## config.mk

```make
export PLATFORM = sky130hd
export DESIGN_NAME = interrupt_controller
export DESIGN_NICKNAME = d
export VERILOG_FILES = /design/src/rtl/interrupt_controller.sv
export SDC_FILE = /design/constraint.sdc
export NUM_CORES = 1
export LEC_CHECK = 0
export ABC_AREA = 1
export CAP_MARGIN = 20
export CORE_MARGIN = 2
export CORE_UTILIZATION = 43
export CTS_CLUSTER_SIZE = 20
export DETAILED_ROUTE_END_ITERATION = 8
export PLACE_DENSITY = 0.72
export SLEW_MARGIN = 40
export SYNTH_ARGS = -nofsm -noshare
export SYNTH_HDL_FRONTEND = slang
export SYNTH_SLANG_ARGS = --single-unit
```

## constraint.sdc

```tcl
create_clock -name clk -period 1.6 [get_ports clk]
set_clock_uncertainty 0.15 [all_clocks]
set_input_delay 0.48 -clock clk [delete_from_list [all_inputs] [get_ports clk]]
set_output_delay 0.48 -clock clk [all_outputs]
set_load 0.02 [all_outputs]
```

## src/rtl/interrupt_controller.sv

```systemverilog
`default_nettype none
// ============================================================================
//  Module      : interrupt_controller
//  Description : Edge-latching, maskable, prioritised interrupt source for the
//                INT/NMI/INA/INTD CPU handshake with serial vector delivery.
//  Revision    : 1.0  initial release
// ============================================================================
module interrupt_controller #(
  parameter int N_SRC = 8,
  parameter int VEC_W = 3
) (
  input  logic             clk,
  input  logic             rst_n,
  input  logic [N_SRC-1:0] irq_req,
  input  logic             nmi_req,
  input  logic             mask_we,
  input  logic [N_SRC-1:0] mask_wdata,
  input  logic             eoi,
  input  logic             INA,
  output logic             INT,
  output logic             NMI,
  output logic             INTD,
  output logic [N_SRC-1:0] mask_o,
  output logic [N_SRC-1:0] pending_o,
  output logic             busy
);

  localparam int CNT_W = $clog2(VEC_W + 1);
  localparam logic [CNT_W-1:0] C_LAST_BIT = CNT_W'(VEC_W);

  typedef enum logic [1:0] {
    IDLE    = 2'd0,
    REQ     = 2'd1,
    SEND    = 2'd2,
    SERVICE = 2'd3
  } state_t;

  state_t           r_state;
  logic [N_SRC-1:0] r_irqPrev;
  logic             r_nmiPrev;
  logic [N_SRC-1:0] r_pend;
  logic             r_nmiPend;
  logic [N_SRC-1:0] r_mask;
  logic [VEC_W-1:0] r_shift;
  logic [CNT_W-1:0] r_bitCnt;

  logic [N_SRC-1:0] w_irqRise;
  logic             w_nmiRise;
  logic [N_SRC-1:0] w_elig;
  logic             w_anyElig;
  logic             w_anyReq;
  logic [VEC_W-1:0] w_winIdx;
  logic             w_ack;
  logic [N_SRC-1:0] w_clrMask;

  assign w_irqRise = irq_req & ~r_irqPrev;
  assign w_nmiRise = nmi_req & ~r_nmiPrev;
  assign w_elig    = r_pend & ~r_mask;
  assign w_anyElig = |w_elig;
  assign w_anyReq  = r_nmiPend | w_anyElig;
  assign w_ack     = (r_state == REQ) && INA && w_anyReq;

  // Lowest eligible index wins; scanning downward lets it overwrite the rest.
  always_comb begin
    w_winIdx = '0;
    for (int i = N_SRC - 1; i >= 0; i--) begin
      if (w_elig[i]) begin
        w_winIdx = VEC_W'(i);
      end
    end
  end

  always_comb begin
    w_clrMask = '0;
    if (w_ack && !r_nmiPend) begin
      w_clrMask = N_SRC'(1) << w_winIdx;
    end
  end

  always_ff @(posedge clk or negedge rst_n) begin
    if (!rst_n) begin
      r_irqPrev <= '0;
      r_nmiPrev <= 1'b0;
    end else begin
      r_irqPrev <= irq_req;
      r_nmiPrev <= nmi_req;
    end
  end

  // A new edge in the acknowledge cycle must survive the clear.
  always_ff @(posedge clk or negedge rst_n) begin
    if (!rst_n) begin
      r_pend    <= '0;
      r_nmiPend <= 1'b0;
    end else begin
      r_pend    <= (r_pend & ~w_clrMask) | w_irqRise;
      r_nmiPend <= (r_nmiPend & ~w_ack) | w_nmiRise;
    end
  end

  always_ff @(posedge clk or negedge rst_n) begin
    if (!rst_n) begin
      r_mask <= '1;
    end else if (mask_we) begin
      r_mask <= mask_wdata;
    end
  end

  always_ff @(posedge clk or negedge rst_n) begin
    if (!rst_n) begin
      r_state  <= IDLE;
      INT      <= 1'b0;
      NMI      <= 1'b0;
      INTD     <= 1'b0;
      busy     <= 1'b0;
      r_shift  <= '0;
      r_bitCnt <= '0;
    end else begin
      case (r_state)
        IDLE: begin
          if (w_anyReq) begin
            r_state <= REQ;
            busy    <= 1'b1;
            NMI     <= r_nmiPend;
            INT     <= ~r_nmiPend;
          end
        end
        REQ: begin
          if (!w_anyReq) begin
            r_state <= IDLE;
            busy    <= 1'b0;
            INT     <= 1'b0;
            NMI     <= 1'b0;
          end else if (INA) begin
            r_state  <= SEND;
            INT      <= 1'b0;
            NMI      <= 1'b0;
            INTD     <= r_nmiPend;
            r_shift  <= r_nmiPend ? '0 : w_winIdx;
            r_bitCnt <= '0;
          end else begin
            INT <= ~r_nmiPend;
            NMI <= r_nmiPend;
          end
        end
        SEND: begin
          if (r_bitCnt == C_LAST_BIT) begin
            INTD    <= 1'b0;
            r_state <= SERVICE;
          end else begin
            INTD     <= r_shift[VEC_W-1];
            r_shift  <= r_shift << 1;
            r_bitCnt <= r_bitCnt + 1'b1;
          end
        end
        SERVICE: begin
          if (eoi) begin
            r_state <= IDLE;
            busy    <= 1'b0;
          end
        end
        default: begin
          r_state <= IDLE;
          busy    <= 1'b0;
        end
      endcase
    end
  end

  assign mask_o    = r_mask;
  assign pending_o = r_pend;

endmodule
`default_nettype wire
```

==> results of run 1 <==
registers in the layout, indices dropped and copies added (netlist names), named ones only:
name       flops
r_state        1
r_bitCnt       2
r_shift        3
mask_o         8
busy           1
r_nmiPrev      1
pending_o      8
NMI            1
r_irqPrev      8
INTD           1
r_nmiPend      1
INT            1
final timing paths:
check,startpoint,end,slack [ns]
max in group asynchronous,rst_n,mask_o[6]$_DFFE_PN1P_,0.64
max reg2reg,mask_o[0]$_DFFE_PN1P_,pending_o[5]$_DFF_PN0_,-0.09
min reg2reg,r_nmiPrev$_DFF_PN0_,r_nmiPend$_DFF_PN0_,0.30
max,mask_o[0]$_DFFE_PN1P_,pending_o[5]$_DFF_PN0_,-0.09
min in group asynchronous,rst_n,pending_o[1]$_DFF_PN0_,0.41
min,r_nmiPrev$_DFF_PN0_,r_nmiPend$_DFF_PN0_,0.30
metal layers:
| layer | wire (µm) | up-vias | track usage [%] |
|---|---|---|---|
| met2 | 1668 | 26 | 31.25 |
| met1 | 1685 | 674 | 25.08 |
| met4 | 49 | 0 | 8.418 |
| met5 | 0 | - | 0 |
| met3 | 129 | 6 | 3.748 |
| li1 | - | 776 | - |
through the flow:
step	setup TNS (ns)	instance area [µm²]	hold slack, ns	utilization, %	power (W)
2_1_floorplan	-0.05872	1704	0.03441	-	0.002064
3_3_place_gp	-4.720	2338	0.2533	63.40	0.002588
3_5_place_dp	-5.058	2338	0.2959	63.40	0.002616
4_1_cts	-0.6907	2490	0.3053	67.50	0.003398
5_1_grt	-3.140	2486	0.3287	67.40	0.003642
6_report	-0.8448	2486	0.2957	67.40	0.003352
repair_timing:
item                       CTS  global route
setup endpoints to repair   39            34
hold buffers                 0             0
setup buffers                3             1
pin swaps                    9             7
gates resized for setup     91            12
cells in the final DEF, fill, tap and decap left out, types with 3 or more instances in the layout:
cell,count
nand3_2,3
o21ai_0,10
dfstp_2,8
clkdlybuf4s50_1,21
dfrtp_1,29
nand3_1,7
nand4_1,4
nand2_1,66
clkbuf_8,7
inv_2,13
nor2_4,3
inv_1,15
nor2_1,6
nand2_4,5
clkbuf_2,5
o21ai_1,6
nand2_2,12
buf_2,7
buf_4,20
buf_6,8
nor2_2,5
logic make-up after synthesis:
kind of cell | after synthesis
DFF | 37
adders and majority gates | 1
buffers and inverters | 30
AOI/OAI and AO/OA | 21
and+or+nand+nor | 113
where the power goes:
part,switching [W],internal [W]
clock network,0.000310,0.000389
registers,0.000141,0.00114
logic,0.000798,0.000572
area by class of cell:
class	count	area (µm²)
Clock buffer	7	96.34
Fill cell	320	1202
Multi-Input combinational cell	135	716.9
Tap cell	48	60.06
Inverter	29	111.4
Clock inverter	1	5.005
Timing Repair Buffer	64	560.5
Sequential cell	37	935.9
worst max-delay path: cells and delay by family, from the launching register on:
family                 cells  cell delay, ns
DFF                        1            0.54
buffers and inverters      2            0.12
and+or+nand+nor            7            0.67
AOI/OAI and AO/OA          1            0.11
==> flow_metrics.tcl, run 1 <==
set metrics [dict create \
    synth_ff_type "dfrtp_1" \
    setup_ws_ns -0.08701 \
    clk_path_buf_depth 2 \
    cts.sinks 37 \
    fin_nets 295 \
    syn_to_final_growth_pct 48.50 \
    overflow 0 \
    seq_area_frac_synth_pct 55.90 \
    syn_inst 202 \
    clk_pin_slew_ns 0.07 \
    holdCritPathClass "flop to flop" \
    async_reset_ff_share_pct 100.0 \
    synth_edf_count 0 \
    post-synth-top-count-cell "nand2_1" \
    drcViolationCount 0 \
    grt_pass1_wl_um 6313 \
    path_cells "buf_6 > inv_4 > nand2_4 > nand2_4 > nor2_4 > o21ai_1 > nor2_2 > nand4_1 > nand2_1 > nand2_1" \
    syn-cell-area_um2 1674 \
    slew_violations 0 \
    synth_compound_area_share_pct 6.652 \
    routed_via_density 4.617 \
    synth_top_family_by_area "simple AND/OR/NAND/NOR gates" \
    postRouteAntennaNets 0 \
    grt_pass1_vias 1468 \
    yosysTopAreaCell "dfrtp_1" \
    n_antenna_cell 0 \
    synthXorXnorAreaFrac_pct 0 \
    ios 42 \
    rows 22 \
    coreArea_um2 3689 \
    final_hold_viol_count 0 \
    synth_top_area_share_pct 43.35 \
    clk_latency_ns 0.28 \
    syn_avg_cell_area_um2 8.288 \
    route.vias.total 1482 \
    fmax_mhz 592.8 \
    initialDrtViolationCount 44 \
    grt_use_total_pct 19.31 \
    ff2ff_path_depth 10 \
    required_ns 1.63 \
    rsz0062_at_grt "true" \
    critPathSlowestCell "dfstp_2" \
    leakagePower_nw 1.235 \
    max_cap_violations 0 \
    dpl_worst_slack_ns -0.3562 \
    fin_crit_ns 1.687 \
    layout-drive-gt1-share_pct 37.73 \
    yosysWarningCount 0 \
    critPathLaunchType "flop" \
    cts_root_buf "clkbuf_8" \
    slew_headroom_pct 85.52 \
    cts_made_buffers 5 \
    outcome "finished with violations" \
    crit_path_max_incr_delay_ns 0.54 \
    grt_start_max_net_pins 38 \
    synth-simple-area-share_pct 29.97 \
    cts_tree "done" \
    tightestPinTransition_ns 0.2168 \
    crit_arrival_ns 1.72 \
    stdcell_count 321 \
    synth_cell_types 21 \
    numPortBuffers 41 \
    synth.area.top_cells "dfrtp_1, nand2_1, dfstp_2, inv_1, nand3_1" \
    dp_hpwl_um 2639 \
    vdd_drop_max_v 0.001069 \
    routabilityCongestion 0.8265 \
    power_density_nw_per_um2 1348 \
    worstSetupEndpointType "flop" \
    antenna_found_initial 0 \
    wl_per_cell_um 11.00 \
    setup_violations 19 \
    hold_depth 1 \
    drtPass1Iterations 4 \
    crit_fanout 5 \
    fin_crit_sh_pct 105.4 \
    die_w_um 66.40 \
    synthAdderAreaFrac_pct 0.7474 \
    yosys-top-cells-count "nand2_1, dfrtp_1, inv_1" \
    cts_htree_levels 2 \
    synth_seq_cells 37 \
    violations "negative setup slack" \
    syn_nets 225 \
    start_util_pct 45.39 \
    drt-total-wl_um 3532 \
    path_class "flop to flop" \
    placed_cells_incl_taps 309 \
    synthMuxAreaShare_pct 0 \
    die_y_um 66.40 \
    dieArea_um2 4408 \
]
No activity file was read; power rests on OpenSTA's default activity.
==> run 2: changes to the inputs <==
--- a/config.mk
+++ b/config.mk
@@ -12,6 +12,7 @@
 export CTS_CLUSTER_SIZE = 20
 export DETAILED_ROUTE_END_ITERATION = 8
 export PLACE_DENSITY = 0.72
+export SETUP_SLACK_MARGIN = 0.4
 export SLEW_MARGIN = 40
 export SYNTH_ARGS = -nofsm -noshare
 export SYNTH_HDL_FRONTEND = slang
==> run 2 against run 1 <==
  * The flow still finishes with violations (negative setup slack)
  * Sequential share of layout area is 3.4 points lower
  * Non-clock buffer count up 15
  * Cell count up 4.7%
  * Sequential cell count did not move
  * Die area unchanged
  * Register-to-register slack worse by 0.08 ns
  * Clock power down 11%
  * Critical path depth up 1
  * Critical endpoint is now pending_o[7]$_DFF_PN0_
==> flow_metrics.tcl, run 2 (synthesis results as in run 1) <==
set metrics [dict create \
    worstSetupEndpointType "flop" \
    leakagePower_nw 1.357 \
    stdcell_count 336 \
    drcViolationCount 0 \
    cts.sinks 37 \
    wl_per_cell_um 12.39 \
    outcome "finished with violations" \
    cts_htree_levels 2 \
    antenna_found_initial 0 \
    cts_made_buffers 5 \
    rows 22 \
    route.vias.total 1603 \
    path_class "flop to flop" \
    rsz0062_at_grt "true" \
    violations "negative setup slack" \
    max_cap_violations 0 \
    fin_crit_sh_pct 110.4 \
    routed_via_density 4.771 \
    slew_violations 0 \
    coreArea_um2 3689 \
    numPortBuffers 41 \
    tightestPinTransition_ns 0.2299 \
    overflow 0 \
    fin_nets 310 \
    routabilityCongestion 0.8507 \
    fillerInstances 265 \
    final_core_util_pct 74.49 \
    dp_hpwl_um 2845 \
    clk_path_buf_depth 2 \
    holdCritPathClass "flop to flop" \
    cts_hold_buf 0 \
    hold_start "r_nmiPrev$_DFF_PN0_" \
    fin_total_pwr_w 0.003676 \
    start_util_pct 45.39 \
    r2r_start "mask_o[3]$_DFFE_PN1P_" \
    crit_fanout 5 \
    final_common_cell "nand2_1" \
    crit_arrival_ns 1.80 \
    initialDrtViolationCount 75 \
    fin_crit_ns 1.766 \
    cts_root_buf "clkbuf_8" \
    n_antenna_cell 0 \
    die_w_um 66.40 \
    slew_headroom_pct 84.51 \
    most-common-layout-cells "nand2_1, buf_4, dfrtp_1" \
    clk_latency_ns 0.29 \
    dieArea_um2 4408 \
    grt_pass1_vias 1544 \
    drtPass1Iterations 4 \
    layout-drive-gt1-share_pct 47.22 \
    vdd_drop_max_v 0.0008252 \
    clk_pin_slew_ns 0.07 \
    drt-total-wl_um 4163 \
    syn_to_final_growth_pct 64.13 \
    grt_use_total_pct 20.96 \
    placed_cells_incl_taps 316 \
    required_ns 1.63 \
    fmax_mhz 566.3 \
    ios 42 \
    final_hold_viol_count 0 \
    die_y_um 66.40 \
    setup_violations 21 \
    grt_start_max_net_pins 38 \
    grt_pass1_wl_um 6906 \
    postRouteAntennaNets 0 \
    critPathLaunchType "flop" \
    power_density_nw_per_um2 1338 \
    startpoint "mask_o[3]$_DFFE_PN1P_" \
    setup_ws_ns -0.1659 \
    cts_tree "done" \
]
## run 2: changes by cell type in the layout (fill, tap and decap cells not counted), moves of 4 or more
| cell | delta |
|---|---|
| nand2_4 | +5 |
| nand2_1 | -8 |
| nand3_1 | -4 |
| buf_4 | +11 |
| buf_2 | -6 |
| buf_6 | +16 |
| clkbuf_2 | -5 |
| nand3_2 | +4 |
## run 2: cell type report
cell class                 instances  area (µm²)  share of cell area, %
tap                               48       60.06                  2.186
multi-input combinational        135       800.8                  29.14
clock inverter                     1       5.005                 0.1821
timing repair buffer              79       747.0                  27.19
inverter                          29       118.9                  4.326
sequential                        37       939.7                  34.20
clock buffer                       7       76.32                  2.778
## run 2: repair_timing
action,in CTS,in global routing
gates resized for setup,142,29
gates cloned,0,1
setup buffers,5,6
pin swaps,13,16
setup endpoints to repair,41,47
## run 2: worst paths after layout
kind                                          end  slack, ns  cells past startpoint
hold reg to reg               r_nmiPend$_DFF_PN0_       0.26                      1
min in group asynchronous  r_irqPrev[2]$_DFF_PN0_       0.42                      2
setup reg to reg           pending_o[7]$_DFF_PN0_      -0.17                     11
setup / recovery           pending_o[7]$_DFF_PN0_      -0.17                     11
max in group asynchronous   mask_o[7]$_DFFE_PN1P_       0.63                      2
hold / removal                r_nmiPend$_DFF_PN0_       0.26                      1
## run 2: per-stage QoR
stage | cell area [µm²] | setup TNS (ns) | hold slack (ns) | worst slack (ns)
4_1_cts | 2594 | -0.9487 | 0.2582 | -0.1145
6_report | 2748 | -1.680 | 0.2579 | -0.1659
5_1_grt | 2748 | -3.350 | 0.2776 | -0.2617
2_1_floorplan | 1708 | -0.06232 | 0.03441 | -0.04000
3_5_place_dp | 2382 | -4.906 | 0.2593 | -0.3109
3_3_place_gp | 2382 | -4.439 | 0.2519 | -0.2856
## run 2: metal layers
layer / global-route usage (%) / part of all wire [%] / vias up
li1: - / - / 800
met1: 26.02 / 45 / 757
met2: 35.13 / 49 / 38
met3: 5.281 / 4.2 / 8
met4: 7.653 / 1.7 / 0
met5: 0 / 0 / -
## run 2: worst max-delay path, cell delays in order (launching register included)
cell and delay, ns:
dfstp_2 0.55, buf_6 0.10, inv_4 0.03, nand2_2 0.05, nand2_2 0.07, nor2_4 0.13, buf_4 0.13, o21ai_2 0.07
nor2_4 0.15, nand4_1 0.11, nand2_1 0.07, nand2_1 0.05
## run 2: power breakdown
group / switching [W] / internal [W]
sequential: 0.000167 / 0.00115
clock: 0.000314 / 0.000305
combinational: 0.000949 / 0.000793
total: 0.00143 / 0.00225
==> run 3: changes to the inputs <==
--- a/config.mk
+++ b/config.mk
@@ -8,10 +8,11 @@
 export ABC_AREA = 1
 export CAP_MARGIN = 20
 export CORE_MARGIN = 2
-export CORE_UTILIZATION = 43
+export CORE_UTILIZATION = 52
 export CTS_CLUSTER_SIZE = 20
 export DETAILED_ROUTE_END_ITERATION = 8
-export PLACE_DENSITY = 0.72
+export GPL_TIMING_DRIVEN = 0
+export PLACE_DENSITY = 0.82
 export SETUP_SLACK_MARGIN = 0.4
 export SLEW_MARGIN = 40
 export SYNTH_ARGS = -nofsm -noshare
==> constraint.sdc (replaced) <==
create_clock -name clk -period 2.2 [get_ports clk]
set_clock_uncertainty 0.15 [all_clocks]
set_input_delay 0.66 -clock clk [delete_from_list [all_inputs] [get_ports clk]]
set_output_delay 0.66 -clock clk [all_outputs]
set_load 0.02 [all_outputs]
==> run 3 against run 2 <==
  * The flow now finishes without violations
  * Sequential cell count is the same
  * Wire length fell by 15%
  * Non-clock buffer count decreased by 28
  * Largest power group is now registers
  * Worst hold slack got worse by 0.14 ns
  * Global-route usage increased by 1.2 points
  * Largest cell class unchanged
  * Clock-buffer cell count is the same
  * Cell count is 9.5% lower
  * Critical endpoint is now mask_o[7]
==> flow_metrics.tcl, run 3 (synthesis results as in run 1) <==
set metrics [dict create \
    leakagePower_nw 1.161 \
    rsz0062_at_grt "true" \
    overflow 0 \
    crit_path_max_incr_delay_ns 0.57 \
    tightestPinTransition_ns 0.5150 \
    die_y_um 60.74 \
    critical_path_buf_inv_count 1 \
    dpl_worst_slack_ns 0.001530 \
    route.vias.total 1468 \
    critPathSlowestCell "dfstp_2" \
    cts_htree_levels 2 \
    p_int_w 0.001437 \
    pwr-share-seq_pct 39.7 \
    rows 20 \
    place_area_um2 2162 \
    drtPass1Iterations 5 \
    outcome "completed" \
    cts_hold_buf 0 \
    holdCritPathClass "input port to asynchronous set/reset pin" \
    combPwrFrac_pct 38.9 \
    switching_share_pct 38.33 \
    most-common-layout-cells "nand2_1, dfrtp_1, clkdlybuf4s50_1" \
    critPathLaunchType "flop" \
    dp_hpwl_um 2567 \
    fmax_mhz 540.4 \
    power_density_nw_per_um2 992.0 \
    crit_family "flip-flops" \
    postRouteAntennaNets 0 \
    fin_nets 282 \
    max_cap_violations 0 \
    crit_fanout 3 \
    clk_pin_slew_ns 0.12 \
    ios 42 \
    fin_crit_sh_pct 84.11 \
    switching_power_w 0.0008931 \
    fin_crit_ns 1.850 \
    slew_violations 0 \
    grt_use_total_pct 22.12 \
    grt_pass1_wl_um 5858 \
    n_antenna_cell 0 \
    worstSetupEndpointType "output port" \
    layout-drive-gt1-share_pct 33.08 \
    required_ns 1.39 \
    grt_start_max_net_pins 22 \
    final_core_util_pct 76.93 \
    antenna_found_initial 0 \
    cts.sinks 37 \
    vdd_drop_max_v 0.0007193 \
    wl_per_cell_um 11.67 \
    dieArea_um2 3689 \
    fin_total_pwr_w 0.002330 \
    path_cells "buf_6" \
    setup_ws_ns 0.3497 \
    crit_arrival_ns 1.04 \
    routed_via_density 4.829 \
    setup_violations 0 \
    die_w_um 60.74 \
    syn_to_final_growth_pct 40.28 \
    final_common_cell "nand2_1" \
    grt_pass1_vias 1331 \
    cts_made_buffers 5 \
    drt-total-wl_um 3549 \
    slew_headroom_pct 65.67 \
    clk_latency_ns 0.35 \
    post-route-cell-area_um2 2349 \
    cts_tree "done" \
    start_util_pct 54.84 \
    drcViolationCount 0 \
    setup_tns_ns 0 \
    routabilityCongestion 0.8127 \
    numPortBuffers 41 \
    clk_path_buf_depth 2 \
    coreArea_um2 3053 \
    initialDrtViolationCount 46 \
    cts_root_buf "clkbuf_4" \
    fillerInstances 230 \
    final_hold_viol_count 0 \
    pwr-share-clk_pct 21.4 \
    path_class "flop to output port" \
]
run 3: layer usage:
metal,wire length (µm),part of all wire [%],vias up,global-route usage (%)
li1,-,-,745,-
met1,1656,47,676,30.34
met2,1646,46,39,33.18
met3,172,4.8,8,4.478
met4,73,2.1,0,12.11
met5,0,0,-,0
run 3: what timing repair did:
item,in CTS,in global routing
setup endpoints to repair,24,26
gates resized for setup,98,25
pin swaps,1,8
buffers inserted,6,2
run 3: power groups by stage:
stage          clock [W]  combinational, W  sequential, W
2_1_floorplan          0          0.000477       0.000999
3_3_place_gp           0          0.000798       0.000936
3_5_place_dp           0          0.000820       0.000941
4_1_cts         0.000504          0.000808       0.000924
5_1_grt         0.000536           0.00102       0.000945
6_report        0.000498          0.000906       0.000926
run 3: final timing paths:
path,start,to,slack (ns),cells past startpoint
min reg2reg,r_nmiPrev$_DFF_PN0_,r_nmiPend$_DFF_PN0_,0.28,1
max reg2reg,mask_o[0]$_DFFE_PN1P_,flop,0.43,11
min in group clk,r_nmiPrev$_DFF_PN0_,r_nmiPend$_DFF_PN0_,0.28,1
max in group asynchronous,rst_n,mask_o[3]$_DFFE_PN1P_,1.24,2
min,rst_n,r_irqPrev[7]$_DFF_PN0_,0.12,1
max,mask_o[7]$_DFFE_PN1P_,mask_o[7],0.35,1
run 3: area by class of cell:
type | count | area [µm²] | area share, %
buffer | 1 | 3.754 | 0.1598
clock buffer | 7 | 55.05 | 2.344
clock inverter | 1 | 30.03 | 1.279
inverter | 29 | 108.9 | 4.635
multi-input combinational | 135 | 714.4 | 30.42
sequential | 37 | 935.9 | 39.85
tap | 44 | 55.05 | 2.344
timing repair buffer | 50 | 445.4 | 18.97
run 3: worst register-to-register path, delay by kind of cell (launching register included):
family / cells / cell delay, ns
flip-flops: 1 / 0.57
AND/OR/NAND/NOR: 10 / 0.90
buffers and inverters: 1 / 0.06
run 3: stage by stage:
stage               hold WS (ns)  instances
floorplan                 0.2144        202
global placement          0.2521        287
detailed placement        0.2764        288
CTS                       0.1210        302
global route              0.1297        304
finish                    0.1206        304
